`src/rtl/mt_fetch_pkg.sv`:
```
// Shared types and helpers for the multi-threaded fetch unit.
// Pure declarations: no logic, no latency.
// No flow control.
package mt_fetch_pkg;

  localparam int MAX_TID_W  = 8;
  localparam int MAX_ADDR_W = 64;

  // One fetch slot: address, owning thread, and whether it is live.
  typedef struct packed {
    logic                  vld;
    logic [MAX_TID_W-1:0]  tid;
    logic [MAX_ADDR_W-1:0] pc;
  } thread_pc_t;

  // Thread-id width; a single-thread build still carries one tid bit.
  function automatic int tid_width(input int num_threads);
    return (num_threads > 1) ? $clog2(num_threads) : 1;
  endfunction

  // Reset PC of a thread: its tid in the top bits, zero offset.
  function automatic logic [MAX_ADDR_W-1:0] reset_pc(input int tid, input int addr_w, input int tid_w);
    return MAX_ADDR_W'(tid) << (addr_w - tid_w);
  endfunction

endpackage

```
`src/rtl/rr_thread_arbiter.sv`:
```
// Round-robin thread picker: first enabled thread after the last grant, last grant itself checked last.
// Purely combinational, zero latency.
// i_hold suppresses any new grant; the last grant is echoed with o_grant_vld low.
module rr_thread_arbiter
  import mt_fetch_pkg::*;
#(
  parameter int NUM_THREADS = 2,
  parameter int TID_W       = tid_width(NUM_THREADS)
) (
  input  logic [NUM_THREADS-1:0] i_en,
  input  logic [TID_W-1:0]       i_last,
  input  logic                   i_hold,
  output logic [TID_W-1:0]       o_grant,
  output logic                   o_grant_vld
);

  logic [TID_W-1:0] w_idx;
  logic             w_found;

  // Walk the ring starting just after the last grant; the first enabled thread wins.
  always_comb begin
    o_grant     = i_last;
    o_grant_vld = 1'b0;
    w_found     = 1'b0;
    w_idx       = i_last;
    for (int k = 0; k < NUM_THREADS; k++) begin
      w_idx = (w_idx == TID_W'(NUM_THREADS - 1)) ? '0 : w_idx + 1'b1;
      if (!w_found && !i_hold && i_en[w_idx]) begin
        w_found = 1'b1;
        o_grant = w_idx;
      end
    end
    o_grant_vld = w_found;
  end

endmodule

```
`src/rtl/mt_fetch_unit.sv`:
```
// Barrel fetch unit: per-thread PCs, round-robin thread select, combinational next PC to the i_cache.
// o_*_next is combinational (zero latency from inputs); o_*_current follows one clock later.
// i_stall freezes selection and the current fetch; redirects still land and squash a stalled fetch.
`ifndef ADDR_WIDTH
`define ADDR_WIDTH 26
`endif

module mt_fetch_unit
  import mt_fetch_pkg::*;
#(
  parameter int NUM_THREADS = 2,
  parameter int ADDR_WIDTH  = `ADDR_WIDTH,
  parameter int TID_W       = tid_width(NUM_THREADS)
) (
  input  logic                   clk,
  input  logic                   rst_n,
  input  logic [NUM_THREADS-1:0] i_thread_en,
  input  logic                   i_stall,
  input  logic                   i_load_we,
  input  logic [TID_W-1:0]       i_load_tid,
  input  logic [ADDR_WIDTH-1:0]  i_load_pc,
  input  logic                   i_bp_is_branch,
  input  logic                   i_bp_taken,
  input  logic [ADDR_WIDTH-1:0]  i_bp_target,
  output logic [ADDR_WIDTH-1:0]  o_pc_current,
  output logic [TID_W-1:0]       o_tid_current,
  output logic                   o_valid_current,
  output logic [ADDR_WIDTH-1:0]  o_pc_next,
  output logic [TID_W-1:0]       o_tid_next,
  output logic                   o_valid_next
);

  // Low bits of every PC are the per-thread offset; the top TID_W bits are the owner.
  localparam int OFF_W = ADDR_WIDTH - TID_W;

  function automatic logic [ADDR_WIDTH-1:0] force_tid(input logic [TID_W-1:0] tid,
                                                      input logic [OFF_W-1:0] off);
    return {tid, off};
  endfunction

  logic [ADDR_WIDTH-1:0] r_pc_q [NUM_THREADS];
  logic [TID_W-1:0]      r_rr_q;
  logic [ADDR_WIDTH-1:0] r_cur_pc;
  logic [TID_W-1:0]      r_cur_tid;
  logic                  r_cur_valid;
  logic                  r_kill_q;

  logic [ADDR_WIDTH-1:0] w_rst_pc [NUM_THREADS];
  logic [TID_W-1:0]      w_sel;
  logic                  w_sel_vld;
  logic                  w_advance;
  logic [OFF_W-1:0]      w_adv_off;
  logic [ADDR_WIDTH-1:0] w_adv_pc;
  logic [ADDR_WIDTH-1:0] w_load_pc;
  logic                  w_load_hits_cur;
  logic                  w_unused;

  // Reset PC table, one {tid, 0} per thread.
  for (genvar g = 0; g < NUM_THREADS; g++) begin : g_rst_pc
    localparam logic [MAX_ADDR_W-1:0] RST_PC = reset_pc(g, ADDR_WIDTH, TID_W);
    assign w_rst_pc[g] = RST_PC[ADDR_WIDTH-1:0];
  end

  // Upper bits of redirect and target addresses are replaced by the owning tid.
  assign w_unused = ^{i_load_pc[ADDR_WIDTH-1:OFF_W], i_bp_target[ADDR_WIDTH-1:OFF_W]};

  rr_thread_arbiter #(
    .NUM_THREADS (NUM_THREADS),
    .TID_W       (TID_W)
  ) u_arb (
    .i_en        (i_thread_en),
    .i_last      (r_rr_q),
    .i_hold      (i_stall),
    .o_grant     (w_sel),
    .o_grant_vld (w_sel_vld)
  );

  // The in-flight fetch retires this cycle unless stalled or squashed by an earlier redirect.
  assign w_advance       = ~i_stall & r_cur_valid & ~r_kill_q;
  assign w_adv_off       = (i_bp_is_branch & i_bp_taken) ? i_bp_target[OFF_W-1:0]
                                                         : (r_cur_pc[OFF_W-1:0] + OFF_W'(4));
  assign w_adv_pc        = force_tid(r_cur_tid, w_adv_off);
  assign w_load_pc       = force_tid(i_load_tid, i_load_pc[OFF_W-1:0]);
  assign w_load_hits_cur = i_load_we & (i_load_tid == r_cur_tid);

  // Next fetch address: write-through of this cycle's PC updates so a lone thread
  // fetches every cycle and a redirect is visible without waiting for pc_q.
  always_comb begin
    o_pc_next    = r_cur_pc;
    o_tid_next   = r_cur_tid;
    o_valid_next = 1'b0;
    if (i_stall) begin
      o_valid_next = r_cur_valid;
    end else if (w_sel_vld) begin
      o_tid_next   = w_sel;
      o_valid_next = 1'b1;
      if (i_load_we && (i_load_tid == w_sel)) begin
        o_pc_next = w_load_pc;
      end else if (w_advance && (r_cur_tid == w_sel)) begin
        o_pc_next = w_adv_pc;
      end else begin
        o_pc_next = r_pc_q[w_sel];
      end
    end
  end

  // Per-thread PCs: advance the retiring fetch, then let a redirect override it.
  always_ff @(posedge clk or negedge rst_n) begin
    if (!rst_n) begin
      for (int t = 0; t < NUM_THREADS; t++) begin
        r_pc_q[t] <= w_rst_pc[t];
      end
    end else begin
      if (w_advance) begin
        r_pc_q[r_cur_tid] <= w_adv_pc;
      end
      if (i_load_we) begin
        r_pc_q[i_load_tid] <= w_load_pc;
      end
    end
  end

  // Current fetch register, arbiter history and stall-time squash flag.
  always_ff @(posedge clk or negedge rst_n) begin
    if (!rst_n) begin
      r_cur_pc    <= '0;
      r_cur_tid   <= '0;
      r_cur_valid <= 1'b0;
      r_kill_q    <= 1'b0;
      r_rr_q      <= TID_W'(NUM_THREADS - 1);
    end else if (!i_stall) begin
      r_cur_pc    <= o_pc_next;
      r_cur_tid   <= o_tid_next;
      r_cur_valid <= o_valid_next;
      r_kill_q    <= 1'b0;
      if (w_sel_vld) begin
        r_rr_q <= w_sel;
      end
    end else if (w_load_hits_cur) begin
      r_kill_q <= 1'b1;
    end
  end

  assign o_pc_current    = r_cur_pc;
  assign o_tid_current   = r_cur_tid;
  assign o_valid_current = r_cur_valid & ~r_kill_q;

endmodule
```
`config.mk`:
```
export PLATFORM = sky130hd
export DESIGN_NAME = mt_fetch_unit
export DESIGN_NICKNAME = d
export VERILOG_FILES = /design/src/rtl/mt_fetch_pkg.sv /design/src/rtl/rr_thread_arbiter.sv /design/src/rtl/mt_fetch_unit.sv
export SDC_FILE = /design/constraint.sdc
export NUM_CORES = 1
export LEC_CHECK = 0
export CAP_MARGIN = 20
export CORE_MARGIN = 2
export CORE_UTILIZATION = 56
export DETAILED_ROUTE_END_ITERATION = 16
export PLACE_DENSITY = 0.91
export RECOVER_POWER = 50
export SYNTH_ARGS = -nofsm -noshare
export SYNTH_HDL_FRONTEND = slang
export SYNTH_HIERARCHICAL = 1
export SYNTH_SLANG_ARGS = --single-unit
```
`constraint.sdc`:
```
create_clock -name clk -period 11.05 [get_ports clk]
set_input_delay 3.315 -clock clk [delete_from_list [all_inputs] [get_ports clk]]
set_output_delay 3.315 -clock clk [all_outputs]
set_load 0.03 [all_outputs]
```
=== Word-level counts from Yosys, hierarchy flattened ===
Index checks and enable logic that the tools add are counted.

* Flip-flop bits (word level): 82
* Bits in latches: 0
* RAM bits: 0
* ROM bits: 0
* Output and inout bits: 56
* Logic and storage cells: 73
* Memories: 0

* Add/sub/neg operators: 3
* $mul: 0
* Divide/modulo/power cells: 0
* $lt $le $gt $ge: 7
* Equal/unequal tests: 4
* Shift operators: 0
* Multiplexer cells: 32
* Bitwise operators: 10
* Reductions and logical operators: 10

{| class="wikitable"
|+ Operators by type and width
! cell !! count
|-
| $mux W26 || 9
|-
| $bwmux W52 || 2
|-
| $mux W52 || 2
|-
| $demux W26 S1 || 2
|-
| $add A25 B3 Y25 const B || 1
|-
| $mux W25 || 1
|-
| $mux W1 || 16
|-
| $logic_and A1 B1 Y1 || 7
|-
| $ge A2 B2 Y1 const B || 3
|-
| $not A1 Y2 || 3
|-
| $and A1 B1 Y1 || 5
|-
| $lt A1 B2 Y1 const B || 2
|-
| $lt A2 B1 Y1 const B || 2
|-
| $eq A1 B1 Y1 || 3
|-
| $add A1 B1 Y1 const B || 2
|-
| $logic_not A1 Y1 || 2
|-
| $ne A2 B1 Y1 const B || 1
|-
| $not A1 Y1 || 2
|-
| $reduce_and A2 Y1 || 1
|}

=== Longest topological paths before layout ===
* Word-level depth: 18
* Mapped depth: 9
* Depth with buffers taken out: 7

=== Cells and area by module ===
The synthesis kept the hierarchy.

{| class="wikitable"
|+ By module, submodules not included
! module !! instances !! cells each !! area an instance (um^2)
|-
| mt_fetch_unit || 1 || 660 || 5406.4
|-
| rr_thread_arbiter || 1 || 5 || 28.8
|}

=== Worst setup path before layout ===
OpenSTA, ideal clock, no wires.

* Kind: in2out
* Start point: in i_thread_en[1]
* End point: out o_pc_next[15]
* Data arrival time: 5262 ps
* Data required time: 7735 ps
* Slack: 2473 ps
* Cell stages on the path: 9
* Cell sequence: nor2b_1 o21a_1 xnor2_1 and2_1 buf_2 clkbuf_1 nand2_1 a21oi_1 a2bb2oi_1

* Word-level cells in the longest chain between the ends: 16
* Elaborated cells between the ends (all ways): 24
* Classes of those cells: 2 x eq/ne; 15 x mux; 1 x bitwise; 6 x reduce/logical

{| class="wikitable"
|+ RTL lines
! what !! RTL line !! source
|-
| start: declaration || mt_fetch_unit.sv:17 || <nowiki>input logic [NUM_THREADS-1:0] i_thread_en,</nowiki>
|-
| $mux W1 (not written as such) (2 in series) || rr_thread_arbiter.sv:28 || <nowiki>if (!w_found && !i_hold && i_en[w_idx]) begin</nowiki>
|-
| $logic_and A1 B1 Y1 || rr_thread_arbiter.sv:28 ||
|-
| $mux W1 || rr_thread_arbiter.sv:28 ||
|-
| $logic_not A1 Y1 || rr_thread_arbiter.sv:28 ||
|-
| $logic_and A1 B1 Y1 (2 in series) || rr_thread_arbiter.sv:28 ||
|-
| $mux W1 * || rr_thread_arbiter.sv:28 ||
|-
| net w_sel || mt_fetch_unit.sv:49 || <nowiki>logic [TID_W-1:0] w_sel;</nowiki>
|-
| $not A1 Y2 (not written as such) || mt_fetch_unit.sv:102 || <nowiki>o_pc_next = r_pc_q[w_sel];</nowiki>
|-
| $mux W26 (not written as such) (3 in series) || mt_fetch_unit.sv:102 ||
|-
| $mux W26 || mt_fetch_unit.sv:99 || <nowiki>end else if (w_advance && (r_cur_tid == w_sel)) begin</nowiki>
|-
| $mux W26 * || mt_fetch_unit.sv:97 || <nowiki>if (i_load_we && (i_load_tid == w_sel)) begin</nowiki>
|-
| $mux W26 * || mt_fetch_unit.sv:94 || <nowiki>end else if (w_sel_vld) begin</nowiki>
|-
| $mux W26 * || mt_fetch_unit.sv:92 || <nowiki>if (i_stall) begin</nowiki>
|-
| end: declaration || mt_fetch_unit.sv:28 || <nowiki>output logic [ADDR_WIDTH-1:0] o_pc_next,</nowiki>
|}

Mark *: on every way through the listed nets, which the timed path passes. The rest lies on a longest branch. The select of a mux whose other input is x is not followed.

=== Worst setup path in the final report ===
* Start point: in i_stall
* End point: out o_pc_next[10]

* Word-level cells in the longest chain between the ends: 15
* Elaborated cells between the ends (all ways): 24
* Classes of those cells: 2 x eq/ne; 11 x mux; 4 x bitwise; 7 x reduce/logical

{| class="wikitable"
|+ RTL lines
! what !! RTL line !! source
|-
| start: declaration || mt_fetch_unit.sv:18 || <nowiki>input logic i_stall,</nowiki>
|-
| $logic_not A1 Y1 * || rr_thread_arbiter.sv:28 ||
|-
| $logic_and A1 B1 Y1 || rr_thread_arbiter.sv:28 ||
|-
| $mux W1 || rr_thread_arbiter.sv:28 ||
|-
| $logic_not A1 Y1 || rr_thread_arbiter.sv:28 ||
|-
| $logic_and A1 B1 Y1 (2 in series) || rr_thread_arbiter.sv:28 ||
|-
| $mux W1 * || rr_thread_arbiter.sv:28 ||
|-
| net w_sel || mt_fetch_unit.sv:49 ||
|-
| $not A1 Y2 (not written as such) || mt_fetch_unit.sv:102 ||
|-
| $mux W26 (not written as such) (3 in series) || mt_fetch_unit.sv:102 ||
|-
| $mux W26 || mt_fetch_unit.sv:99 ||
|-
| $mux W26 * || mt_fetch_unit.sv:97 ||
|-
| $mux W26 * || mt_fetch_unit.sv:94 ||
|-
| $mux W26 * || mt_fetch_unit.sv:92 ||
|}

Marks and branches as above.

==> reports/summary.txt <==
H-tree levels - 3
fin. max-slew vios - 85
CTS Buf Count - 9
worst vdd ir - 0.1048 mV
CTS resizes - 0
Starting Density - 58.27%
antenna violations before repair - 0
drt first-iter violations - 764
Rel. slew slack - -99.76%
Critical Path RT - 7740 ps
Setup crit end kind - primary output
DRT Pass-1 Iters - 7
minimum clock period - 10,380 ps
Root Driver - clkbuf_8
Antenna diodes - 0
DR DRC count - 0
CTS Hold Bufs - 0
Gate Count Post-Synth - 665
Final Skew - 10.03 ps
EDFF count, synth - 0
area post-placement - 6588 µm²
vias per cell - 6.753
Core ar. - 9328 µm²
Final Hold Fails - 0
Arrival @ worst endpoint - 7070 ps
CTS Buffer Depth - 2
CP Max Fanout - 14
WL/cell - 20.23 µm
Mapped Nets - 727
final wirelength - 18.05 mm
final std cells w/o fill - 892
status - complete, but fails checks
ANT nets after route - 0
sequential share of the synthesized area - 37.80%
critical path class - in -> out
TritonCTS clock tree - yes
fmax - 96.30 MHz
vias post-DR - 6,024
gr usage total - 34.34%
Yosys cell types - 63
Async SR Flop Fraction - 100.0%
die height - 102.5 µm
synthesized area per cell - 8.173 µm²
final setup fails - 0
gpl congestion - 0.8883
Cell Chain, Critical Path - dlygate4sd3_1 -> nand3b_1 -> o21a_1 -> buf_4 -> xnor2_1 -> and2_1 -> nor2_1 -> nand3_1 -> nand3_1 -> clkdlybuf4s50_1
nets - 820
Design Area, Final - 6818 µm²
first-pass GRT wire length - 27.92 mm
clock slew at reported path FFs - 90 ps
P&R area growth vs syn - 25.44%
clk sinks - 82
Setup Fix Bufs, Post-CTS - 0
Leak - 2.783 nW
total power - 1.367 mW
Setup WS pre-CTS - 886.0 ps
Clk Latency, worst-skew pair - 360 ps
dpl hpwl - 11.82 mm
area of the mapped netlist - 5435 µm²
fin crit share - 93.97%
RSZ-0062 raised after global routing - no
#FFs+latches synth - 82
largest net degree at the start of global routing - 83
final hold slack - 485.2 ps
Worst Setup Start Kind - primary input
Util after Layout - 73.09%
die area - 10,510 µm²
Worst-Margin Slew - 2996 ps
Die W - 102.5 µm
io pins - 117
row count - 35
PwrDens - 200.5 nW/µm²
grt ovf - 0
CP delay by family, top - simple AND/OR/NAND/NOR gates
slowest stage delay, CP - 820 ps
share of cells above drive strength 1 - 8.519%
Fin Setup TNS - 0 ps
Worst Hold Class - reg -> reg
Worst path most repeated cell - nand3_1
Synth Warn # - 6
slowest CP cell - nor2_1
Setup WS post-layout - 665.8 ps
# placed instances - 874
Maximum Capacitance Violations - 2
# port buffers - 114
failing checks - capacitance limit, slew limit
vias in the first global route - 5,741
Top FF cell, synth - dfrtp_1
worst path buffer plus inverter count - 3
per-layer routing:
metal  global-route usage [%]  routed length (µm)  up-vias
met5                        0                   0        -
met4                    19.08                 832        0
met3                    5.898                2086      101
met2                    55.00                8473      489
met1                    44.40                6655     2820
li1                         -                   -     2614
Yosys cell counts (4+ instances only):
master / instances / share of area (%)
a21oi_1: 93 / 8.6
nand2_1: 87 / 6.0
dfrtp_1: 80 / 37
nor2_1: 59 / 4.1
o21ai_0: 47 / 4.3
clkbuf_1: 31 / 2.1
nand3_1: 31 / 2.9
a31oi_1: 25 / 2.9
mux2i_1: 24 / 4.4
and3_1: 21 / 2.4
o21ai_1: 15 / 1.4
a2bb2oi_1: 12 / 1.9
buf_2: 8 / 0.74
mux2_2: 8 / 1.7
or3_1: 7 / 0.81
inv_1: 6 / 0.41
nand4_1: 6 / 0.69
o211ai_1: 6 / 0.83
a31o_2: 5 / 0.81
and2_1: 5 / 0.58
nand2b_1: 5 / 0.58
nor2b_1: 5 / 0.58
xnor2_1: 5 / 0.81
xor2_1: 5 / 0.81
a22oi_1: 4 / 0.55
clkbuf_8: 4 / 1.0
nor4_1: 4 / 0.46
o221ai_1: 4 / 0.64
cell type report:
type / count / area (µm²)
Multi-Input combinational cell: 530 / 3115
Fill cell: 688 / 2510
Sequential cell: 82 / 2054
Timing Repair Buffer: 129 / 1245
Tap cell: 129 / 161.4
Clock buffer: 11 / 141.4
Clock inverter: 5 / 77.57
Inverter: 6 / 22.52
flip-flops by register name, summed over array words and instances (netlist names):
register / cells
r_pc_q: 52
r_rr_q: 1
o_pc_current: 26
r_cur_valid: 1
o_tid_current: 1
r_kill_q: 1
worst paths after layout:
kind | startpoint | endpoint | slack (ps) | depth (start not counted)
min in group asynchronous | rst_n | o_pc_current[20] | 3360 | 1
worst min-delay path | r_rr_q | r_rr_q | 490 | 2
worst max-delay path | i_stall | o_pc_next[10] | 670 | 10
worst max register to register | r_rr_q | o_pc_current[20] | 8140 | 8
worst min register to register | r_rr_q | r_rr_q | 490 | 2
max in group asynchronous | rst_n | o_pc_current[5] | 4120 | 2
worst register-to-register path: cells and delay by family, from the launching register on:
| family | cells | cell delay [ps] |
|---|---|---|
| AO/OA/AOI/OAI | 2 | 320 |
| XOR/XNOR | 1 | 200 |
| buffers and inverters | 1 | 210 |
| flip-flops | 1 | 550 |
| AND/OR/NAND/NOR | 4 | 1550 |
cell usage in the layout, fill, tap and decap left out, types with 4 or more instances in the layout:
cell / synthesis / final
nand4_1: 6 / 6
a22oi_1: 4 / 4
clkbuf_8: 4 / 10
dlygate4sd3_1: 0 / 25
nand2b_1: 5 / 5
a31oi_1: 25 / 25
clkbuf_1: 31 / 4
dfrtp_1: 80 / 80
a21oi_1: 93 / 93
or3_1: 7 / 7
a2bb2oi_1: 12 / 12
clkdlybuf4s50_1: 0 / 87
xor2_1: 5 / 5
mux2i_1: 24 / 24
mux2_2: 8 / 8
nand3_1: 31 / 31
o221ai_1: 4 / 4
inv_1: 6 / 6
nor4_1: 4 / 4
o21ai_0: 47 / 47
a31o_2: 5 / 5
buf_4: 1 / 13
nand2_1: 87 / 87
xnor2_1: 5 / 5
o211ai_1: 6 / 6
and2_1: 5 / 5
nor2_1: 59 / 59
o21ai_1: 15 / 15
and3_1: 21 / 21
kinds of logic after synthesis:
family | Yosys count | share of synthesized area [%]
and+or+nand+nor | 257 | 24.31
AOI/OAI and AO/OA | 230 | 24.88
DFF | 82 | 37.80
buffers and inverters | 53 | 5.087
muxes | 32 | 6.077
xor gates and xnor gates | 10 | 1.611
adders and majority gates | 1 | 0.2302
where the power goes:
part           switching, mW  internal, mW  total [mW]  leakage [nW]
sequential            0.0838         0.371       0.455         0.963
combinational          0.401         0.264       0.666          1.71
clock                  0.114         0.133       0.247         0.109
Note: power is estimated with default switching activity, not from simulation.
